===== config.mk =====
export PLATFORM = sky130hd
export DESIGN_NAME = mux_nto1_pipe
export DESIGN_NICKNAME = d
export VERILOG_FILES = /design/src/rtl/mux_nto1_pipe.sv
export SDC_FILE = /design/constraint.sdc
export NUM_CORES = 1
export LEC_CHECK = 0
export BUFFER_PORTS_ARGS = -buffer_cell sky130_fd_sc_hd__buf_2
export CORE_MARGIN = 2
export CORE_UTILIZATION = 30
export DETAILED_ROUTE_END_ITERATION = 6
export MAX_ROUTING_LAYER = met4
export PLACE_DENSITY = 0.67
export SLEW_MARGIN = 20
export SYNTH_ARGS = -nofsm -noshare
export SYNTH_HDL_FRONTEND = slang
export SYNTH_SLANG_ARGS = --single-unit

===== constraint.sdc =====
create_clock -name clk_i -period 2.55 [get_ports clk_i]
set_clock_uncertainty 0.05 [all_clocks]
set_input_delay 0.1275 -clock clk_i [delete_from_list [all_inputs] [get_ports clk_i]]
set_output_delay 0.1275 -clock clk_i [all_outputs]
set_load 0.01 [all_outputs]

===== src/rtl/mux_nto1_pipe.sv =====
// N-channel valid/ready selector with one registered output stage; explicit or round-robin grant.
// Optional stall counter output enabled by defining MUX_STALL_CNT_EN.
module mux_nto1_pipe #(
  parameter int WIDTH  = 32,
  parameter int NUM_CH = 4,
  parameter int SEL_W  = 2
) (
  input  logic                    clk_i,
  input  logic                    rst_i,
  input  logic [NUM_CH*WIDTH-1:0] data_i,
  input  logic [NUM_CH-1:0]       valid_i,
  output logic [NUM_CH-1:0]       ready_o,
  input  logic                    mode_i,
  input  logic [SEL_W-1:0]        select_i,
  output logic [WIDTH-1:0]        data_o,
  output logic                    valid_o,
  input  logic                    ready_i,
  output logic [SEL_W-1:0]        sel_o
`ifdef MUX_STALL_CNT_EN
  ,
  output logic [15:0]             stall_cnt_o
`endif
);

  logic [WIDTH-1:0] data_q;
  logic [SEL_W-1:0] sel_q;
  logic             valid_q;
  logic [SEL_W-1:0] rr_ptr;

  logic [SEL_W-1:0] grant;
  logic [SEL_W-1:0] idx;
  logic             granted;
  logic             space;
  logic             take;

  // Round-robin search starts one past the last winner so every channel gets a turn.
  always_comb begin
    grant   = '0;
    granted = 1'b0;
    idx     = '0;
    if (!mode_i) begin
      if (int'(select_i) < NUM_CH) begin
        granted = 1'b1;
        grant   = select_i;
      end
    end else begin
      for (int i = 1; i <= NUM_CH; i++) begin
        idx = SEL_W'((int'(rr_ptr) + i) % NUM_CH);
        if (!granted && valid_i[idx]) begin
          granted = 1'b1;
          grant   = idx;
        end
      end
    end
  end

  assign space   = !valid_q || ready_i;
  assign ready_o = (space && granted && !rst_i) ? (NUM_CH'(1) << grant) : '0;
  assign take    = space && granted && !rst_i && valid_i[grant];

  always_ff @(posedge clk_i) begin
    if (rst_i) begin
      data_q  <= '0;
      sel_q   <= '0;
      valid_q <= 1'b0;
      rr_ptr  <= SEL_W'(NUM_CH - 1);
    end else if (take) begin
      data_q  <= data_i[int'(grant)*WIDTH +: WIDTH];
      sel_q   <= grant;
      valid_q <= 1'b1;
      if (mode_i) rr_ptr <= grant;
    end else if (valid_q && ready_i) begin
      valid_q <= 1'b0;
    end
  end

  assign data_o  = data_q;
  assign sel_o   = sel_q;
  assign valid_o = valid_q;

`ifdef MUX_STALL_CNT_EN
  logic [15:0] stall_cnt_q;

  always_ff @(posedge clk_i) begin
    if (rst_i) begin
      stall_cnt_q <= '0;
    end else if (valid_q && !ready_i && stall_cnt_q != 16'hFFFF) begin
      stall_cnt_q <= stall_cnt_q + 16'd1;
    end
  end

  assign stall_cnt_o = stall_cnt_q;
`endif

endmodule


==> results.md, run 1 <==
- Areal power density over the cells: 553 nW/µm²
- Clock transition at the registers of the reported paths: 0.08 ns
- Die Outline Area: 9400 µm²
- Fraction of layout instances using a drive strength above 1: 0.435
- Number of rows in the core area: 33
- Cell chosen for the clock root: clkbuf_8
- Placer Congestion: 0.869
- Slowest stage cell, crit path: dfxtp_4
- Total of flip-flops plus latches after synthesis: 37
- Synthesized cell area: 2590 µm²
- Global-route wire length before repair: 12,700 µm
- Post-Synthesis Mean Instance Area: 8.50 µm²
- H-tree lvl count: 2
- Ordered cell list for the critical path: dlymetal6s2s_1, nor4b_2, a31oi_1, a311oi_2, a21o_2, buf_4, nor2_1, buf_2
- Number of max-capacitance violations reported: 0
- Fmax: 397 MHz
- Required time of the critical path: 2.37 ns
- Utilization after layout: 0.461
- Overall die height: 96.9 µm
- Final count of negative-setup-slack endpoints: 0
- Worst slew margin relative to its limit: 0.650
- Number of top-level pins: 177
- PortBufs: 176
- Share of the clock period used by the worst path: 0.989
- Endpoint arrival time on the critical path: 2.34 ns
- Share of the yosys chip area belonging to registers: 0.286
- Count of yosys warnings during synthesis: 0
- Total core area: 8300 µm²
- Setup slack after layout: 0.0291 ns
- Clock tree from TritonCTS: done
- Post-synthesis to final-layout area growth: 47.5%
- Overflow left after global routing: 0
- Vias after detailed routing: 2,881
- Run status: finished, final reports clean
- Number of routed nets with antenna violations: 0
- Diodes inserted: 0
- Placed Instances: 568
- Final Slew Violations: 0
- Initial Util: 0.312
- Routed WL: 8080 µm
- WL per Instance: 13.9 µm
- Min-Delay Path Class: in -> reg
- Leakage: 2.13 nW
- Element type at the critical path start: flop
- Finished Layout Cells: 579
- Nets: 611
- CP Class: reg -> out
- Routed via count divided by cell count: 4.98
- CP Max Fanout: 28
- Final min period: 2.52 ns
- Half-perimeter wire length after placement: 5980 µm
- Delay of the slowest critical-path stage: 0.36 ns
- Power Total: 2.11 mW
- Critical path capture point type: output pin
- Longest Clk Path Bufs: 2
- Clock net sink count: 37
- Global-route usage over all layers: 0.163
- Peak ir drop on the vdd network: 0.327 mV
- DR pass1 iterations: 4
- Slew at the pin closest to its max-slew limit: 0.525 ns
- CTS buffer count: 5
- Number of global-route vias before repair: 2,746
- Final hold violation count: 0
- Pin count of the biggest net entering global routing: 39
- Clock insertion delay at the later pin of the skew report: 0.29 ns
- Detailed-route DRC error count: 0
- Dpl ws: -0.00945 ns
- Initial antenna violation count: 0
- Syn_nets: 443
- Die boundary width: 96.9 µm
- Synthesized instance count: 305
- Number of violations reported at the end of detailed-routing iteration 0: 75
- Count of cell types in the netlist: 33
-- where the power goes --
group	total (mW)	switching [mW]	internal [mW]	leakage [nW]
Clock	0.542	0.223	0.318	0.0574
Combinational	0.842	0.415	0.427	1.77
Sequential	0.730	0.0506	0.680	0.306
Total	2.11	0.689	1.43	2.13
-- kinds of logic (layout without fill, tap and decap cells) --
logic type,after synthesis,after routing,share of synthesized area
flops,37,37,0.286
buf+inv,30,199,0.0589
simple gates,92,92,0.182
mux,67,67,0.259
compound gates,79,79,0.215
-- repair_timing --
| action | in CTS | in global routing |
|---|---|---|
| gates resized for setup | 1 | 12 |
| pin swaps | 0 | 4 |
| gates cloned | 0 | 2 |
| hold endpoints to repair | 0 | 0 |
| setup endpoints to repair | 23 | 37 |
| buffers inserted | 0 | 1 |
| hold buffers | 0 | 0 |
-- cells in the mapped netlist (all sizes together) --
cell type  count  area (µm²)
clkbuf        17        63.8
dfxtp         37         741
a21o           1        7.51
nand2         38         143
and2           1        6.26
o22ai          2        12.5
nand3b         1        7.51
a2111oi        1        8.76
a211o          1        8.76
nor2b          2        12.5
a21boi         1        7.51
o32ai          1        8.76
a221o          1        10.0
a22o          32         280
nand2b        37         231
o22a           1        8.76
a311oi         1        8.76
a31oi          1        6.26
o311ai         1        8.76
mux2i         67         671
or4b           1        10.0
nor2           8        30.0
o21ba          1        10.0
nor4b          1        8.76
buf           10        77.6
or3b           1        8.76
a21oi         34         170
inv            3        11.3
nor3           1        5.00
nor3b          1        7.51
-- stage by stage --
step	setup TNS [ns]	instance area [µm²]	hold WS [ns]
2_1_floorplan	0	2590	0.290
3_3_place_gp	0	3570	0.407
3_5_place_dp	-0.0185	3570	0.413
4_1_cts	0	3690	0.127
5_1_grt	-3.24	3820	0.145
6_report	0	3820	0.131
-- registers in the layout, summed over array words and instances, names as in the netlist --
signal,cells
sel_o,2
rr_ptr,2
data_o,32
valid_o,1
-- layer usage --
layer,vias up,GRT usage,routed length [µm]
li1,1432,-,-
met1,1316,0.198,3460
met2,120,0.270,3960
met3,13,0.0390,519
met4,0,0.0488,131
met5,-,-,0
-- placed cells by master, fill, tap and decap left out, types with 2 or more instances in the layout --
cell type	instances
nand2_1	38
a21oi_1	34
inv_1	2
buf_2	176
mux2i_4	2
nand2b_1	37
buf_12	3
a22o_1	32
nor2b_1	2
dfxtp_1	35
clkbuf_8	6
buf_4	6
clkbuf_16	2
mux2i_1	65
nor2_1	8
o22ai_1	2
-- layout make-up --
type | count | area [µm²]
multi-input combinational | 238 | 1770
inverter | 3 | 11.3
clock inverter | 2 | 37.5
clock buffer | 6 | 82.6
timing repair buffer | 188 | 1050
sequential | 37 | 746
fill | 842 | 4480
tap | 105 | 131
-- worst paths after layout --
kind              startpoint          to  slack [ns]  depth (start not counted)
hold reg to reg     sel_o[1]    sel_o[1]        0.42                          2
setup reg to reg   rr_ptr[0]   rr_ptr[1]        0.03                          9
setup / recovery   rr_ptr[0]  ready_o[1]        0.03                          8
hold / removal       ready_i     valid_o        0.13                          3
-- worst max-delay path, delay by kind of cell (launching register included) --
family / cells / cell delay [ns]
AOI/OAI and AO/OA: 3 / 0.67
buffers and inverters: 3 / 0.65
DFF: 1 / 0.36
and+or+nand+nor: 2 / 0.35
No activity file was read; power rests on OpenSTA's default activity.
==> run 2: changes to the inputs <==
- PLACE_DENSITY: 0.67 -> 0.65
- clock period: 2.55 -> 2.7 ns (I/O delays scaled with it)
==> run 2 against run 1 <==
Register-to-register slack improved by 0.11 ns. Clock power decreased by 11%. Total power decreased by 8.9%. Combinational power decreased by 10%. Worst hold slack improved by 0.0032 ns. Critical endpoint is now data_o[27]. Largest power group unchanged.
==> results.md, run 2 (synthesized netlist as in run 1, its figures left out) <==
- Run status: finished, final reports clean
- H-tree lvl count: 2
- Placer Congestion: 0.841
- Total core area: 8300 µm²
- Int Power: 1.30 mW
- Final hold violation count: 0
- CTS hold repair buffers: 0
- Worst slew margin relative to its limit: 0.641
- Final non-filler cell area: 3700 µm²
- FF-to-FF End: data_o[27]
- Overflow left after global routing: 0
- Switching power: 629 µW
- CP Class: reg -> reg
- Final count of negative-setup-slack endpoints: 0
- Vias after detailed routing: 2,786
- Reg-to-reg slack, setup: 0.13 ns
- Global-route usage over all layers: 0.160
- Ordered cell list for the critical path: inv_2, or4b_1, a311oi_2, a21o_2, mux2i_2, o22a_2, buf_12, mux2i_1
- Number of global-route vias before repair: 2,685
- Diodes inserted: 0
- Number of top-level pins: 177
- Final min period: 2.57 ns
- Required time of the critical path: 2.86 ns
- Peak ir drop on the vdd network: 0.259 mV
- Slew at the pin closest to its max-slew limit: 0.538 ns
- Die Outline Area: 9400 µm²
- Sw Share: 0.327
- Cell class contributing the biggest share of worst-path delay: compound AO/OA/AOI/OAI gates
- Part of the power in combinational logic: 0.391
- Areal power density over the cells: 520 nW/µm²
- Number of violations reported at the end of detailed-routing iteration 0: 65
- Critical path capture point type: flop
- Power Total: 1.93 mW
- Most common cell after layout, fill and taps aside: buf_2
- Detailed-route DRC error count: 0
- Max FFs per register: 32
- Finished Layout Cells: 575
- Register share of total power: 0.357
- Portion of total power attributed to the clock network: 0.252
- Cell chosen for the clock root: clkbuf_8
- Clock insertion delay at the later pin of the skew report: 0.29 ns
- Cell area reported after detailed placement: 3560 µm²
- Routed WL: 7520 µm
- Die boundary width: 96.9 µm
- Initial Util: 0.312
- Most frequent cells in the layout: 176 x buf_2, 65 x mux2i_1, 38 x nand2_1
- CP Max Fanout: 19
- Half-perimeter wire length after placement: 5790 µm
- WL per Instance: 13.1 µm
- Fmax: 390 MHz
- Overall die height: 96.9 µm
- Fillers: 847
- Number of max-capacitance violations reported: 0
- Nets: 607
- Slowest stage cell, crit path: or4b_1
- Leakage: 2.08 nW
- Clock tree from TritonCTS: done
- Setup slack after layout: 0.134 ns
- Beginning of the worst hold path: ready_i
- Fraction of layout instances using a drive strength above 1: 0.428
- Global-route wire length before repair: 12,300 µm
- Register-to-Register Path Depth: 8
- Reg2Reg Launch Point: rr_ptr[0]
- Routed via count divided by cell count: 4.85
- Placed Instances: 566
- Min-Delay Path Class: in -> reg
- Critical path buffers and inverters: 2
- Min-Delay Endpoint: valid_o
- Number of rows in the core area: 33
- Number of routed nets with antenna violations: 0
- Longest Clk Path Bufs: 2
- Element type at the critical path start: flop
- Initial antenna violation count: 0
- Dpl ws: -0.00263 ns
- Share of the clock period used by the worst path: 0.950
- Clock transition at the registers of the reported paths: 0.08 ns
- DR pass1 iterations: 4
- Post-synthesis to final-layout area growth: 42.9%
- CTS buffer count: 5
- Clock net sink count: 37
- Delay of the slowest critical-path stage: 0.52 ns
- Final Slew Violations: 0
- Cells on Worst Hold Path: 3
- Pin count of the biggest net entering global routing: 40
- Endpoint arrival time on the critical path: 2.73 ns
- PortBufs: 176
-- run 2: worst max path at each step --
stage / startpoint / to / slack, ns / depth (start not counted)
after floorplan: rr_ptr[0] / data_o[0] / 0.17 / 10
final: rr_ptr[0] / data_o[27] / 0.13 / 8
after CTS: rr_ptr[0] / data_o[14] / 0.04 / 8
after global routing: rr_ptr[0] / data_o[22] / -0.008 / 8
after global placement: rr_ptr[0] / data_o[0] / 0.12 / 8
after detailed placement: rr_ptr[0] / data_o[24] / -0.003 / 8
-- run 2: per-stage QoR --
stage	setup TNS (ns)	hold WS, ns	util
global route	-0.00824	0.140	0.446
floorplan	0	0.298	-
global placement	0	0.407	0.428
finish	0	0.134	0.446
CTS	0	0.125	0.443
detailed placement	-0.00263	0.413	0.428
-- run 2: cell type report --
cell class | count | area, µm² | share of cell area
multi-input combinational | 238 | 1720 | 0.465
timing repair buffer | 184 | 978 | 0.264
clock buffer | 5 | 68.8 | 0.0186
tap | 105 | 131 | 0.0355
sequential | 37 | 744 | 0.201
clock inverter | 3 | 46.3 | 0.0125
inverter | 3 | 11.3 | 0.00304
-- run 2: power groups by stage --
| stage | sequential, mW | combinational (mW) | clock [mW] |
|---|---|---|---|
| after global placement | 0.698 | 0.737 | 0 |
| after floorplan | 0.746 | 0.424 | 0 |
| after detailed placement | 0.700 | 0.754 | 0 |
| after CTS | 0.688 | 0.757 | 0.510 |
| final | 0.688 | 0.754 | 0.485 |
| after global routing | 0.700 | 0.829 | 0.533 |
-- run 2: per-layer routing --
metal,up-vias,track usage,wire length (µm)
li1,1426,-,-
met1,1241,0.197,3290
met2,112,0.270,3660
met3,7,0.0318,497
met4,0,0.0401,71
met5,-,-,0
-- run 2: timing repair --
item | in CTS | in global routing
endpoints found under the setup margin | 10 | 36
setup buffers | 0 | 1
gates resized for setup | 1 | 6
pin swaps | 0 | 2
-- run 2: worst reg2reg max path: cells and delay by family (launching register included) --
kind | cells | cell delay, ns
buffers and inverters | 2 | 0.23
AND/OR/NAND/NOR | 1 | 0.52
flip-flops | 1 | 0.39
multiplexers | 2 | 0.50
AO/OA/AOI/OAI | 3 | 0.81
